**src/rtl/swacc_cxt_wr_engine_if.sv**
```systemverilog
// Bundle of the command, ICM lookup, mapping response, cache request and
// error report channels of the CEU context-write engine.
interface swacc_cxt_wr_engine_if #(
    parameter int HEAD_WIDTH     = 128,
    parameter int DATA_WIDTH     = 256,
    parameter int ENTRY_WIDTH    = 512,
    parameter int INDEX_WIDTH    = 14,
    parameter int ICM_ADDR_WIDTH = 64,
    parameter int PHY_ADDR_WIDTH = 64,
    parameter int TAG_WIDTH      = 4,
    parameter int COUNT_WIDTH    = 2
);
    localparam int SET_HEAD_WIDTH = TAG_WIDTH + 2 * COUNT_WIDTH + ICM_ADDR_WIDTH + PHY_ADDR_WIDTH;

    logic                      req_valid;
    logic                      req_ready;
    logic [HEAD_WIDTH-1:0]     req_head;
    logic                      req_last;
    logic [DATA_WIDTH-1:0]     req_data;

    logic                      lookup_valid;
    logic                      lookup_ready;
    logic [INDEX_WIDTH-1:0]    lookup_head;

    logic                      rsp_valid;
    logic                      rsp_ready;
    logic [ICM_ADDR_WIDTH-1:0] rsp_icm_addr;
    logic [PHY_ADDR_WIDTH-1:0] rsp_phy_addr;

    logic                      set_valid;
    logic                      set_ready;
    logic [SET_HEAD_WIDTH-1:0] set_head;
    logic [1:0]                set_op;
    logic [ENTRY_WIDTH-1:0]    set_data;

    logic                      err_valid;
    logic [1:0]                err_code;

    // engine side
    modport master (
        input  req_valid, req_head, req_last, req_data,
        output req_ready,
        output lookup_valid, lookup_head,
        input  lookup_ready,
        input  rsp_valid, rsp_icm_addr, rsp_phy_addr,
        output rsp_ready,
        output set_valid, set_head, set_op, set_data,
        input  set_ready,
        output err_valid, err_code
    );

    // thread / mapping table / cache side
    modport slave (
        output req_valid, req_head, req_last, req_data,
        input  req_ready,
        input  lookup_valid, lookup_head,
        output lookup_ready,
        output rsp_valid, rsp_icm_addr, rsp_phy_addr,
        input  rsp_ready,
        input  set_valid, set_head, set_op, set_data,
        output set_ready,
        input  err_valid, err_code
    );
endinterface

```
**src/rtl/swacc_cxt_wr_engine.sv**
```systemverilog
// CEU context-write engine: buffers a multi-beat context write, translates
// the context index through the ICM mapping table while the data is still
// arriving, then issues one set/modify/invalidate request to the cache.
// Malformed commands are drained and reported on the error channel.
//
// state   | meaning
// --------+---------------------------------------------------------------
// IDLE    | waiting for a command head, nothing accepted
// LOOKUP  | lookup request outstanding, beats accepted
// COLLECT | waiting for mapping response and/or remaining beats
// DRAIN   | unknown opcode, consuming beats up to last, then report
// SET     | cache request outstanding, entry held stable
module swacc_cxt_wr_engine #(
    parameter int HEAD_WIDTH     = 128,
    parameter int DATA_WIDTH     = 256,
    parameter int PIECE_NUM      = 2,
    parameter int ENTRY_WIDTH    = 512,
    parameter int INDEX_WIDTH    = 14,
    parameter int ICM_ADDR_WIDTH = 64,
    parameter int PHY_ADDR_WIDTH = 64,
    parameter int TAG_WIDTH      = 4,
    parameter int COUNT_WIDTH    = 2,
    parameter logic [3:0] OP_WR_ALL     = 4'h1,
    parameter logic [3:0] OP_WR_MODIFY  = 4'h2,
    parameter logic [3:0] OP_WR_INVALID = 4'h3
) (
    input  logic clk,
    input  logic rst,
    swacc_cxt_wr_engine_if.master bus
);
    localparam int BUF_WIDTH      = PIECE_NUM * DATA_WIDTH;
    localparam int CNT_WIDTH      = 4;
    localparam int SET_HEAD_WIDTH = TAG_WIDTH + 2 * COUNT_WIDTH + ICM_ADDR_WIDTH + PHY_ADDR_WIDTH;

    localparam logic [2:0] ST_IDLE    = 3'd0;
    localparam logic [2:0] ST_LOOKUP  = 3'd1;
    localparam logic [2:0] ST_COLLECT = 3'd2;
    localparam logic [2:0] ST_DRAIN   = 3'd3;
    localparam logic [2:0] ST_SET     = 3'd4;

    localparam logic [1:0] ERR_NONE   = 2'd0;
    localparam logic [1:0] ERR_OPCODE = 2'd1;
    localparam logic [1:0] ERR_SHORT  = 2'd2;
    localparam logic [1:0] ERR_LONG   = 2'd3;

    localparam logic [1:0] SOP_ALL     = 2'd0;
    localparam logic [1:0] SOP_MODIFY  = 2'd1;
    localparam logic [1:0] SOP_INVALID = 2'd2;

    logic [2:0]                state_q, state_n;
    logic [3:0]                opcode_q, opcode_n;
    logic [INDEX_WIDTH-1:0]    index_q, index_n;
    logic [CNT_WIDTH-1:0]      cnt_q, cnt_n;
    logic [BUF_WIDTH-1:0]      buf_q, buf_n;
    logic                      data_done_q, data_done_n;
    logic                      err_flag_q, err_flag_n;
    logic [1:0]                err_pend_q, err_pend_n;
    logic                      rsp_got_q, rsp_got_n;
    logic [ICM_ADDR_WIDTH-1:0] icm_q, icm_n;
    logic [PHY_ADDR_WIDTH-1:0] phy_q, phy_n;
    logic                      err_valid_q, err_valid_n;
    logic [1:0]                err_code_q, err_code_n;

    logic                      req_ready;
    logic                      rsp_ready;
    logic                      beat_hs;
    logic [CNT_WIDTH-1:0]      exp_beats;
    logic [3:0]                new_opcode;
    logic [1:0]                set_op;

    // Only the opcode and the low index bits of the head are ever used.
    logic unused_head;
    assign unused_head = ^bus.req_head;

    function automatic logic op_known(input logic [3:0] op);
        return (op == OP_WR_ALL) || (op == OP_WR_MODIFY) || (op == OP_WR_INVALID);
    endfunction

    assign new_opcode = bus.req_head[123:120];
    assign exp_beats  = (opcode_q == OP_WR_INVALID) ? CNT_WIDTH'(1) : CNT_WIDTH'(PIECE_NUM);

    assign req_ready  = (((state_q == ST_LOOKUP) || (state_q == ST_COLLECT)) && !data_done_q)
                        || (state_q == ST_DRAIN);
    assign rsp_ready  = (state_q == ST_COLLECT) && !rsp_got_q;
    assign beat_hs    = req_ready && bus.req_valid;

    // Next-state and datapath update for the whole command lifecycle.
    always_comb begin
        state_n     = state_q;
        opcode_n    = opcode_q;
        index_n     = index_q;
        cnt_n       = cnt_q;
        buf_n       = buf_q;
        data_done_n = data_done_q;
        err_flag_n  = err_flag_q;
        err_pend_n  = err_pend_q;
        rsp_got_n   = rsp_got_q;
        icm_n       = icm_q;
        phy_n       = phy_q;
        err_valid_n = 1'b0;
        err_code_n  = err_code_q;

        case (state_q)
            ST_IDLE: begin
                if (bus.req_valid) begin
                    opcode_n    = new_opcode;
                    index_n     = bus.req_head[64 +: INDEX_WIDTH];
                    cnt_n       = '0;
                    buf_n       = '0;
                    data_done_n = 1'b0;
                    err_flag_n  = 1'b0;
                    rsp_got_n   = 1'b0;
                    if (op_known(new_opcode)) begin
                        err_pend_n = ERR_NONE;
                        state_n    = ST_LOOKUP;
                    end else begin
                        err_pend_n = ERR_OPCODE;
                        state_n    = ST_DRAIN;
                    end
                end
            end

            ST_LOOKUP, ST_COLLECT: begin
                if (beat_hs) begin
                    for (int k = 0; k < PIECE_NUM; k++) begin
                        if ((cnt_q == CNT_WIDTH'(k)) && (cnt_q < exp_beats))
                            buf_n[k*DATA_WIDTH +: DATA_WIDTH] = bus.req_data;
                    end
                    if (cnt_q < CNT_WIDTH'(PIECE_NUM))
                        cnt_n = cnt_q + CNT_WIDTH'(1);
                    if (bus.req_last) begin
                        data_done_n = 1'b1;
                        if (cnt_q >= exp_beats) begin
                            err_flag_n = 1'b1;
                            err_pend_n = ERR_LONG;
                        end else if ((cnt_q + CNT_WIDTH'(1)) < exp_beats) begin
                            err_flag_n = 1'b1;
                            err_pend_n = ERR_SHORT;
                        end
                    end
                end

                if (state_q == ST_LOOKUP) begin
                    if (bus.lookup_ready)
                        state_n = ST_COLLECT;
                end else begin
                    if (rsp_ready && bus.rsp_valid) begin
                        icm_n     = bus.rsp_icm_addr;
                        phy_n     = bus.rsp_phy_addr;
                        rsp_got_n = 1'b1;
                    end
                    // Final beat and response may land in the same cycle.
                    if (rsp_got_n && data_done_n) begin
                        if (err_flag_n) begin
                            err_valid_n = 1'b1;
                            err_code_n  = err_pend_n;
                            state_n     = ST_IDLE;
                        end else begin
                            state_n     = ST_SET;
                        end
                    end
                end
            end

            ST_DRAIN: begin
                if (bus.req_valid && bus.req_last) begin
                    err_valid_n = 1'b1;
                    err_code_n  = err_pend_q;
                    state_n     = ST_IDLE;
                end
            end

            ST_SET: begin
                if (bus.set_ready)
                    state_n = ST_IDLE;
            end

            default: state_n = ST_IDLE;
        endcase
    end

    // State and datapath registers; reset abandons any in-flight command.
    always_ff @(posedge clk or negedge rst) begin
        if (!rst) begin
            state_q     <= ST_IDLE;
            opcode_q    <= '0;
            index_q     <= '0;
            cnt_q       <= '0;
            buf_q       <= '0;
            data_done_q <= 1'b0;
            err_flag_q  <= 1'b0;
            err_pend_q  <= ERR_NONE;
            rsp_got_q   <= 1'b0;
            icm_q       <= '0;
            phy_q       <= '0;
            err_valid_q <= 1'b0;
            err_code_q  <= ERR_NONE;
        end else begin
            state_q     <= state_n;
            opcode_q    <= opcode_n;
            index_q     <= index_n;
            cnt_q       <= cnt_n;
            buf_q       <= buf_n;
            data_done_q <= data_done_n;
            err_flag_q  <= err_flag_n;
            err_pend_q  <= err_pend_n;
            rsp_got_q   <= rsp_got_n;
            icm_q       <= icm_n;
            phy_q       <= phy_n;
            err_valid_q <= err_valid_n;
            err_code_q  <= err_code_n;
        end
    end

    // Cache operation derived from the latched opcode.
    always_comb begin
        set_op = SOP_ALL;
        if (opcode_q == OP_WR_MODIFY)
            set_op = SOP_MODIFY;
        else if (opcode_q == OP_WR_INVALID)
            set_op = SOP_INVALID;
    end

    assign bus.req_ready    = req_ready;
    assign bus.rsp_ready    = rsp_ready;
    assign bus.lookup_valid = (state_q == ST_LOOKUP);
    assign bus.lookup_head  = (state_q == ST_LOOKUP) ? index_q : '0;
    assign bus.set_valid    = (state_q == ST_SET);
    assign bus.set_op       = (state_q == ST_SET) ? set_op : 2'd0;
    assign bus.set_head     = (state_q == ST_SET)
                              ? {TAG_WIDTH'(0), COUNT_WIDTH'(1), COUNT_WIDTH'(0), phy_q, icm_q}
                              : SET_HEAD_WIDTH'(0);
    assign bus.set_data     = ((state_q == ST_SET) && (opcode_q != OP_WR_INVALID))
                              ? buf_q[ENTRY_WIDTH-1:0] : '0;
    assign bus.err_valid    = err_valid_q;
    assign bus.err_code     = err_code_q;
endmodule

```
**src/flat_wrapper.sv**
```systemverilog
// flat-port wrapper written by rule: the top's interface ports become plain ports
module swacc_cxt_wr_engine_flat 
#(
    parameter int HEAD_WIDTH     = 128,
    parameter int DATA_WIDTH     = 256,
    parameter int PIECE_NUM      = 2,
    parameter int ENTRY_WIDTH    = 512,
    parameter int INDEX_WIDTH    = 14,
    parameter int ICM_ADDR_WIDTH = 64,
    parameter int PHY_ADDR_WIDTH = 64,
    parameter int TAG_WIDTH      = 4,
    parameter int COUNT_WIDTH    = 2,
    parameter logic [3:0] OP_WR_ALL     = 4'h1,
    parameter logic [3:0] OP_WR_MODIFY  = 4'h2,
    parameter logic [3:0] OP_WR_INVALID = 4'h3
)
  (clk, rst, bus_req_valid, bus_req_head, bus_req_last, bus_req_data, bus_req_ready, bus_lookup_valid, bus_lookup_head, bus_lookup_ready, bus_rsp_valid, bus_rsp_icm_addr, bus_rsp_phy_addr, bus_rsp_ready, bus_set_valid, bus_set_head, bus_set_op, bus_set_data, bus_set_ready, bus_err_valid, bus_err_code);
  swacc_cxt_wr_engine_if #(.HEAD_WIDTH(HEAD_WIDTH), .DATA_WIDTH(DATA_WIDTH), .ENTRY_WIDTH(ENTRY_WIDTH), .INDEX_WIDTH(INDEX_WIDTH), .ICM_ADDR_WIDTH(ICM_ADDR_WIDTH), .PHY_ADDR_WIDTH(PHY_ADDR_WIDTH), .TAG_WIDTH(TAG_WIDTH), .COUNT_WIDTH(COUNT_WIDTH)) bus_i ();
  input  logic clk;
  input  logic rst;
  input wire logic [$bits(bus_i.req_valid)-1:0] bus_req_valid;
  input wire logic [$bits(bus_i.req_head)-1:0] bus_req_head;
  input wire logic [$bits(bus_i.req_last)-1:0] bus_req_last;
  input wire logic [$bits(bus_i.req_data)-1:0] bus_req_data;
  output wire logic [$bits(bus_i.req_ready)-1:0] bus_req_ready;
  output wire logic [$bits(bus_i.lookup_valid)-1:0] bus_lookup_valid;
  output wire logic [$bits(bus_i.lookup_head)-1:0] bus_lookup_head;
  input wire logic [$bits(bus_i.lookup_ready)-1:0] bus_lookup_ready;
  input wire logic [$bits(bus_i.rsp_valid)-1:0] bus_rsp_valid;
  input wire logic [$bits(bus_i.rsp_icm_addr)-1:0] bus_rsp_icm_addr;
  input wire logic [$bits(bus_i.rsp_phy_addr)-1:0] bus_rsp_phy_addr;
  output wire logic [$bits(bus_i.rsp_ready)-1:0] bus_rsp_ready;
  output wire logic [$bits(bus_i.set_valid)-1:0] bus_set_valid;
  output wire logic [$bits(bus_i.set_head)-1:0] bus_set_head;
  output wire logic [$bits(bus_i.set_op)-1:0] bus_set_op;
  output wire logic [$bits(bus_i.set_data)-1:0] bus_set_data;
  input wire logic [$bits(bus_i.set_ready)-1:0] bus_set_ready;
  output wire logic [$bits(bus_i.err_valid)-1:0] bus_err_valid;
  output wire logic [$bits(bus_i.err_code)-1:0] bus_err_code;
  assign bus_i.req_valid = bus_req_valid;
  assign bus_i.req_head = bus_req_head;
  assign bus_i.req_last = bus_req_last;
  assign bus_i.req_data = bus_req_data;
  assign bus_req_ready = bus_i.req_ready;
  assign bus_lookup_valid = bus_i.lookup_valid;
  assign bus_lookup_head = bus_i.lookup_head;
  assign bus_i.lookup_ready = bus_lookup_ready;
  assign bus_i.rsp_valid = bus_rsp_valid;
  assign bus_i.rsp_icm_addr = bus_rsp_icm_addr;
  assign bus_i.rsp_phy_addr = bus_rsp_phy_addr;
  assign bus_rsp_ready = bus_i.rsp_ready;
  assign bus_set_valid = bus_i.set_valid;
  assign bus_set_head = bus_i.set_head;
  assign bus_set_op = bus_i.set_op;
  assign bus_set_data = bus_i.set_data;
  assign bus_i.set_ready = bus_set_ready;
  assign bus_err_valid = bus_i.err_valid;
  assign bus_err_code = bus_i.err_code;
  swacc_cxt_wr_engine #(.HEAD_WIDTH(HEAD_WIDTH), .DATA_WIDTH(DATA_WIDTH), .PIECE_NUM(PIECE_NUM), .ENTRY_WIDTH(ENTRY_WIDTH), .INDEX_WIDTH(INDEX_WIDTH), .ICM_ADDR_WIDTH(ICM_ADDR_WIDTH), .PHY_ADDR_WIDTH(PHY_ADDR_WIDTH), .TAG_WIDTH(TAG_WIDTH), .COUNT_WIDTH(COUNT_WIDTH), .OP_WR_ALL(OP_WR_ALL), .OP_WR_MODIFY(OP_WR_MODIFY), .OP_WR_INVALID(OP_WR_INVALID)) u_core (.clk(clk), .rst(rst), .bus(bus_i));
endmodule
```
**config.mk**
```make
export PLATFORM = sky130hd
export DESIGN_NAME = swacc_cxt_wr_engine_flat
export DESIGN_NICKNAME = d
export VERILOG_FILES = /design/src/rtl/swacc_cxt_wr_engine_if.sv /design/src/rtl/swacc_cxt_wr_engine.sv /design/src/flat_wrapper.sv
export SDC_FILE = /design/constraint.sdc
export NUM_CORES = 1
export LEC_CHECK = 0
export CAP_MARGIN = 20
export CELL_PAD_IN_SITES_DETAIL_PLACEMENT = 0
export CELL_PAD_IN_SITES_GLOBAL_PLACEMENT = 1
export CORE_AREA = 10 10 455 457
export CTS_BUF_LIST = sky130_fd_sc_hd__clkbuf_4
export DETAILED_ROUTE_END_ITERATION = 7
export DIE_AREA = 0 0 465 467
export PLACE_DENSITY = 0.53
export SYNTH_ARGS = -nofsm -noshare
export SYNTH_HDL_FRONTEND = slang
export SYNTH_SLANG_ARGS = --single-unit
export TNS_END_PERCENT = 20
```
**constraint.sdc**
```tcl
create_clock -name clk -period 2.8 [get_ports clk]
set_input_delay 0.7 -clock clk [delete_from_list [all_inputs] [get_ports clk]]
set_output_delay 0.7 -clock clk [all_outputs]
set_load 0.005 [all_outputs]
```
==> results of run 1 <==
-- power by group through the flow --
stage                     registers (W)  logic, W  clock network, W
after floorplan                  0.0149    0.0116                 0
after global placement           0.0159    0.0197                 0
after detailed placement         0.0160    0.0200                 0
after CTS                        0.0159    0.0213            0.0102
after global routing             0.0164    0.0242            0.0107
final                            0.0159    0.0222           0.00967
-- cell families (layout without fill, tap and decap cells) --
kind of cell | count (synthesis) | in the layout | synth area share
buffers and inverters | 262 | 1943 | 0.0411
other | 1 | 32 | 0.000118
AO/OA/AOI/OAI | 29 | 29 | 0.00632
XOR/XNOR | 1 | 1 | 0.000275
adder cells (fa/ha/maj) | 7 | 7 | 0.00259
multiplexers | 660 | 660 | 0.233
AND/OR/NAND/NOR | 959 | 959 | 0.188
flip-flops | 673 | 673 | 0.529
-- cell usage after synthesis, types with 2 or more instances --
cell type	instances
sky130_fd_sc_hd__a21o_1	2
sky130_fd_sc_hd__a21oi_1	7
sky130_fd_sc_hd__a31oi_1	4
sky130_fd_sc_hd__a41o_1	2
sky130_fd_sc_hd__and2_1	271
sky130_fd_sc_hd__and3_1	640
sky130_fd_sc_hd__and3b_1	2
sky130_fd_sc_hd__buf_2	17
sky130_fd_sc_hd__buf_4	43
sky130_fd_sc_hd__buf_6	19
sky130_fd_sc_hd__clkbuf_1	174
sky130_fd_sc_hd__dfrtp_1	673
sky130_fd_sc_hd__ha_1	5
sky130_fd_sc_hd__inv_1	7
sky130_fd_sc_hd__maj3_1	2
sky130_fd_sc_hd__mux2_1	660
sky130_fd_sc_hd__nand2_1	8
sky130_fd_sc_hd__nand2b_1	4
sky130_fd_sc_hd__nand3_1	2
sky130_fd_sc_hd__nand4_1	2
sky130_fd_sc_hd__nor2_1	12
sky130_fd_sc_hd__nor2b_1	6
sky130_fd_sc_hd__nor3_1	2
sky130_fd_sc_hd__nor3_4	2
sky130_fd_sc_hd__nor4_1	3
sky130_fd_sc_hd__o211ai_1	2
sky130_fd_sc_hd__o21ai_1	2
-- repair_timing --
action,4_1_cts,5_1_grt
setup buffers,55,82
endpoints found under the setup margin,894,1170
gates cloned,30,39
hold buffers,137,0
gates resized for setup,1008,1087
hold endpoints to repair,713,0
pin swaps,24,21
-- through the flow --
stage	TNS, ns	area, µm²	setup WS (ns)
after floorplan	0	31900	0.429
after global placement	-7.91	47200	-0.105
after detailed placement	-12.37	47200	-0.113
after CTS	-745.31	52700	-1.25
after global routing	-818.66	54600	-1.12
final	-479.75	54600	-0.815
-- state kept, by name (all words and copies together), names as in the netlist, 3 cells and up --
signal	flops
u_core.index_q	14
u_core.phy_q	64
u_core.cnt_q	4
u_core.opcode_q	4
u_core.state_q	3
u_core.buf_q	512
u_core.icm_q	64
-- final timing paths --
kind / endpoint / slack (ns) / depth (start not counted)
worst max-delay path: bus_set_head[109] / -0.81 / 5
worst min-delay path: u_core.index_q[3] / 0.19 / 2
worst max register to register: u_core.buf_q[134] / -0.18 / 11
worst min register to register: u_core.buf_q[212] / 0.47 / 1
max in group asynchronous: u_core.buf_q[226] / 1.86 / 3
min in group asynchronous: u_core.buf_q[314] / 0.27 / 3
-- area by class of cell --
| class | instances | area share |
|---|---|---|
| Inverter | 8 | 0.00103 |
| Clock buffer | 288 | 0.0396 |
| Timing Repair inverter | 1 | 0.000298 |
| Timing Repair Buffer | 1586 | 0.313 |
| Sequential cell | 673 | 0.308 |
| Clock inverter | 60 | 0.00598 |
| Multi-Input combinational cell | 1663 | 0.270 |
| Antenna cell | 25 | 0.00115 |
| Tap cell | 2656 | 0.0608 |
-- metal layers --
metal	GRT usage	up-vias
li1	-	12400
met1	0.169	13800
met2	0.240	1025
met3	0.0627	261
met4	0.0366	30
met5	0	-
==> out/summary.txt, run 1 <==
result of the run: finished, violations left
Crit path buffers/inverters: 3
net switching fraction of the power: 0.382
count of H-tree levels built during CTS: 4
sort of element at the end of the critical path: primary output
endpoint arrival time on the critical path: 2.91 ns
routability congestion estimate from global placement: 0.804
slowest stage cell, crit path: sky130_fd_sc_hd__clkdlybuf4s50_1
number of buffers created by CTS: 202
DR vias: 27400
total of max-cap violations: 0
delay contributed by the slowest stage of the critical path: 0.52 ns
violations in the final reports: setup timing
timing-limited maximum frequency: 0.277 GHz
met2 wire len: 81200 µm
P_leak: 28.2 nW
clock latency of the later-clocked register in the worst-skew pair: 1.19 ns
largest cells by area after synthesis: sky130_fd_sc_hd__dfrtp_1 53%, sky130_fd_sc_hd__mux2_1 23%, sky130_fd_sc_hd__and3_1 13%, sky130_fd_sc_hd__and2_1 5.3%, sky130_fd_sc_hd__clkbuf_1 2.0%
Critical Path, Cell by Cell: nor2_4 -> buf_12 -> buf_16 -> and3_1 -> clkdlybuf4s50_1
source of the worst hold timing path: bus_req_head[67]
Max Fanout on Critical Path: 17
Clock Pin Slew Worst Setup and Hold Paths: 0.06 ns
area used by sequential logic in the layout: 0.0168 mm²
Setup crit start kind: register
net total in the final layout: 4659
count of buffers inserted at the top-level ports: 1072
total congestion overflow: 0
first-iteration detailed-routing DRC count: 1136
async set-or-reset flop fraction in the synthesized netlist: 1.00
Clock power frac: 0.202
endpoints failing setup: 1121
Pint: 0.0296 W
io pins: 1190
most used cells in the layout excluding fill and tap cells: 672 x sky130_fd_sc_hd__dfrtp_1, 660 x sky130_fd_sc_hd__mux2_1, 493 x sky130_fd_sc_hd__clkdlybuf4s50_1
total power density per cell area: 875 mW/mm²
Worst-Margin Slew: 0.572 ns
Worst VDD drop: 0.000816 V
worst setup margin: -0.815 ns
# rows: 164
length of routed wiring on met1: 69900 µm
final critical-path required period: 3.61 ns
via count of the first global-routing pass: 29700
number of search-and-repair iterations in the first detailed-routing pass: 5
most used flip-flop cell after synthesis: sky130_fd_sc_hd__dfrtp_1
Seq/Total Area, Yosys: 0.529
Required @ worst endpoint: 2.10 ns
combined area of the multi-input logic cells: 0.0147 mm²
WL final: 170000 µm
fraction of layout instances using a drive strength above 1: 0.297
Critical Setup Path Class: reg2out
area growth from synthesis to layout: 71.4%
count of different cell masters after synthesis: 46
effective utilization at floorplan: 0.161
logic gate share of total power: 0.465
Tot Pwr: 0.0478 W
relative slew slack: 0.618
topmost layer with routed signal wires: met5
number of antenna violations at the first check in global routing: 34
fraction of the core area covered by cells at the end of the flow: 0.275
post-detailed-route via-to-cell ratio: 3.94
height of the die: 467 µm
first-pass GRT wire length: 230000 µm
post-synthesis cell type with the largest combined area: sky130_fd_sc_hd__dfrtp_1
Clock Sinks: 673
maximum number of pins on one net before global-route repair: 93
post-detailed-route DRC marker count: 0
number of enable-type register cells in the synthesized netlist: 0
DRT antenna net count: 0
Avg Cell Area, Syn: 12.3 µm²
TritonCTS clock tree: yes
post-synthesis register bit count: 673
width of the die: 465 µm
critical register-to-register path startpoint: u_core.opcode_q[2]
buffer levels on the longest clock path: 3
crit path launch: u_core.state_q[1]
Die Outline Area: 0.217 mm²
Flop pwr share: 0.333
fin crit share: 1.29
power dissipated by switching net loads: 0.0182 W
hpwl dp: 119000 µm
Core ar.: 0.198 mm²
total global routing track utilization: 0.144
number of warnings reported in the yosys synthesis log: 0
cell chosen for the clock root: sky130_fd_sc_hd__clkbuf_4
average wire length per cell after detail routing: 24.5 µm
area share of the largest cell type after synthesis: 0.529
worst clock skew: 0.0917 ns
most common library cell in the layout ignoring fill and taps: sky130_fd_sc_hd__dfrtp_1
setup repair after global routing missed its margin: yes
number of cells produced by synthesis: 2592
max-slew violations: 0
fill cell instance count of the final layout: 20900
worst-case hold slack: 0.194 ns
wire length on met3: 15200 µm
summed instance area of the synthesized netlist: 0.0319 mm²
total instance count after detailed placement: 6266
Hold Crit Class: in2reg
final instance count without filler cells: 6960
number of failing hold endpoints at the final stage: 0
Worst path top cell family by delay: buffers and inverters
Power figures use the tool's default switching activity.
==> run 2, diff against run 1 <==
CTS_CLUSTER_DIAMETER = 50   (was default)
CTS_CLUSTER_SIZE = 8   (was default)
==> out/summary.txt, run 2 (synthesis results as in run 1) <==
result of the run: finished, violations left
violations in the final reports: setup timing
buffer levels on the longest clock path: 3 (unchanged)
total of max-cap violations: 0 (unchanged)
Setup Total Neg Slack: -454.43 ns (+25.32 ns)
Worst Hold Depth: 2 (unchanged)
worst setup margin: -0.780 ns (+0.0349 ns)
largest registers in the final layout: u_core.buf_q (512), u_core.icm_q (64), u_core.phy_q (64)
clock latency of the later-clocked register in the worst-skew pair: 1.09 ns (-0.10 ns)
total congestion overflow: 0 (unchanged)
# rows: 164 (unchanged)
total instance count after detailed placement: 6266 (unchanged)
critical register-to-register path startpoint: u_core.opcode_q[2]
Clock Sinks: 673 (unchanged)
instance area at placement: 0.0472 mm² (unchanged)
Worst Reg-to-Reg Cells: 11 (unchanged)
Pint: 0.0276 W (-6.8%)
P_leak: 28.5 nW (+1.2%)
power dissipated by switching net loads: 0.0178 W (-2.2%)
net total in the final layout: 4573 (-1.8%)
relative slew slack: 0.632 (+0.0140)
DRT antenna net count: 0 (unchanged)
height of the die: 467 µm (unchanged)
count of H-tree levels built during CTS: 3 (-1)
Worst-Margin Slew: 0.551 ns (-0.0210 ns)
cell chosen for the clock root: sky130_fd_sc_hd__clkbuf_4
Core ar.: 0.198 mm² (unchanged)
hpwl dp: 119000 µm (unchanged)
Max Fanout on Critical Path: 8 (-9)
via count of the first global-routing pass: 28900 (-2.8%)
Largest register FFs: 512 (unchanged)
TritonCTS clock tree: yes
WL final: 172000 µm (+0.83%)
width of the die: 465 µm (unchanged)
final instance count without filler cells: 6801 (-2.3%)
endpoint arrival time on the critical path: 2.88 ns (-0.03 ns)
effective utilization at floorplan: 0.161 (unchanged)
Clock Pin Slew Worst Setup and Hold Paths: 0.10 ns (+0.04 ns)
total power density per cell area: 850 mW/mm² (-2.9%)
most used cells in the layout excluding fill and tap cells: 672 x sky130_fd_sc_hd__dfrtp_1, 660 x sky130_fd_sc_hd__mux2_1, 486 x sky130_fd_sc_hd__and3_1
maximum number of pins on one net before global-route repair: 93 (unchanged)
fraction of layout instances using a drive strength above 1: 0.262 (-0.0344)
number of failing hold endpoints at the final stage: 0 (unchanged)
final critical-path required period: 3.58 ns (-0.0349 ns)
count of buffers inserted at the top-level ports: 1072 (unchanged)
source of the worst hold timing path: bus_rsp_icm_addr[39]
slack of the worst reg-to-reg path: -0.18 ns (about the same)
Required @ worst endpoint: 2.10 ns (about the same)
first-pass GRT wire length: 229000 µm (-0.37%)
io pins: 1190 (unchanged)
post-detailed-route via-to-cell ratio: 3.96 (+0.46%)
average wire length per cell after detail routing: 25.3 µm (+3.2%)
routability congestion estimate from global placement: 0.804 (unchanged)
net switching fraction of the power: 0.393 (+0.0115)
Die Outline Area: 0.217 mm² (unchanged)
Hold Crit Class: in2reg
fin crit share: 1.28 (-0.0125)
setup repair after global routing missed its margin: yes
Clock power frac: 0.151 (-0.051)
sort of element at the end of the critical path: primary output
Min-Delay Endpoint: u_core.icm_q[39]
terminus of the critical flop-to-flop path: u_core.buf_q[239]
Flop pwr share: 0.349 (+0.016)
Critical Path, Cell by Cell: nor2_4 -> buf_6 -> buf_12 -> clkbuf_16 -> and3_1 -> clkdlybuf4s50_1
number of search-and-repair iterations in the first detailed-routing pass: 5 (unchanged)
most common library cell in the layout ignoring fill and taps: sky130_fd_sc_hd__dfrtp_1
logic gate share of total power: 0.500 (+0.035)
Setup crit start kind: register
number of antenna violations at the first check in global routing: 41 (+21%)
DR vias: 26900 (-1.8%)
slowest stage cell, crit path: sky130_fd_sc_hd__clkdlybuf4s50_1
Tot Pwr: 0.0454 W (-5.0%)
area growth from synthesis to layout: 67.7%
max-slew violations: 0 (unchanged)
delay contributed by the slowest stage of the critical path: 0.54 ns (+0.02 ns)
Critical Setup Path Class: reg2out
Design Area, Final: 0.0534 mm² (-2.2%)
first-iteration detailed-routing DRC count: 1125 (-0.97%)
total global routing track utilization: 0.144 (-0.000309)
number of buffers created by CTS: 112 (-45%)
fill cell instance count of the final layout: 21000 (+0.41%)
timing-limited maximum frequency: 0.279 GHz (+0.98%)
worst clock skew: 0.0599 ns (-0.0317 ns)
top register by number of flip-flops: u_core.buf_q
Worst VDD drop: 0.000822 V (+0.76%)
post-detailed-route DRC marker count: 0 (unchanged)
endpoints failing setup: 1144 (+2.1%)
## run 2: cell count changes in the layout (fill, tap and decap cells not counted), moves of 5 or more
cell / change
sky130_fd_sc_hd__clkdlybuf4s50_1: -21
sky130_fd_sc_hd__buf_8: -5
sky130_fd_sc_hd__clkdlybuf4s15_1: -7
sky130_fd_sc_hd__clkinv_2: +12
sky130_fd_sc_hd__and3_1: +22
sky130_fd_sc_hd__and3_4: -24
sky130_fd_sc_hd__buf_6: -26
sky130_fd_sc_hd__clkinv_1: -24
sky130_fd_sc_hd__clkbuf_2: +33
sky130_fd_sc_hd__clkbuf_4: -160
sky130_fd_sc_hd__buf_2: -24
sky130_fd_sc_hd__dlymetal6s2s_1: +57
## run 2: metal layers
layer / up-vias / part of all wire / wire [µm] / global-route usage
met2: 959 / 0.48 / 82000 / 0.239
met1: 13700 / 0.41 / 70500 / 0.172
met3: 203 / 0.085 / 14700 / 0.0580
met5: - / 0.00067 / 115 / 0
met4: 20 / 0.027 / 4570 / 0.0351
li1: 12100 / - / - / -
## run 2: how the worst max path moves through the flow
stage                        from                      to  slack (ns)
6_report        u_core.state_q[1]        bus_set_head[19]       -0.78
5_1_grt         u_core.state_q[1]       bus_set_data[488]       -1.09
4_1_cts         u_core.state_q[0]       bus_set_head[112]       -1.27
3_5_place_dp   u_core.opcode_q[1]       bus_set_data[340]       -0.11
3_3_place_gp   u_core.opcode_q[0]       bus_set_data[340]       -0.11
2_1_floorplan  u_core.opcode_q[0]  u_core.bus.err_code[0]        0.43
## run 2: final cells by class
type | instances | area, µm² | share of cell area
inverter | 8 | 56.3 | 0.00105
sequential | 673 | 16800 | 0.315
tap | 2656 | 3320 | 0.0622
clock inverter | 53 | 388 | 0.00726
timing repair inverter | 1 | 16.3 | 0.000304
timing repair buffer | 1590 | 17200 | 0.321
antenna | 29 | 72.6 | 0.00136
multi-input combinational | 1663 | 14600 | 0.273
clock buffer | 128 | 961 | 0.0180
## run 2: worst max-delay path: cells and delay by family, from the launching register on
kind | cells | cell delay, ns
buf+inv | 4 | 1.05
flops | 1 | 0.42
simple gates | 2 | 0.30
## run 2: what timing repair did
item / 4_1_cts / 5_1_grt
endpoints found under the hold margin: 695 / 0
cloned: 37 / 37
resized for setup: 902 / 1044
pin swaps: 20 / 23
setup endpoints to repair: 1023 / 1176
setup buffers: 59 / 78
hold buffers: 136 / 0
## run 2: power by group through the flow
stage          Combinational, W  Clock [W]  Sequential [W]
4_1_cts                  0.0217    0.00731          0.0158
3_5_place_dp             0.0200          0          0.0160
6_report                 0.0227    0.00683          0.0159
2_1_floorplan            0.0116          0          0.0149
3_3_place_gp             0.0197          0          0.0159
5_1_grt                  0.0246    0.00764          0.0163
## run 2: per-stage QoR
| stage | hold slack (ns) | worst slack [ns] | utilization |
|---|---|---|---|
| final | 0.292 | -0.780 | 0.269 |
| after global routing | 0.0572 | -1.09 | 0.269 |
| after CTS | 0.00180 | -1.27 | 0.261 |
| after detailed placement | 0.466 | -0.113 | 0.238 |
| after global placement | 0.458 | -0.105 | 0.238 |
| after floorplan | 0.404 | 0.429 | - |
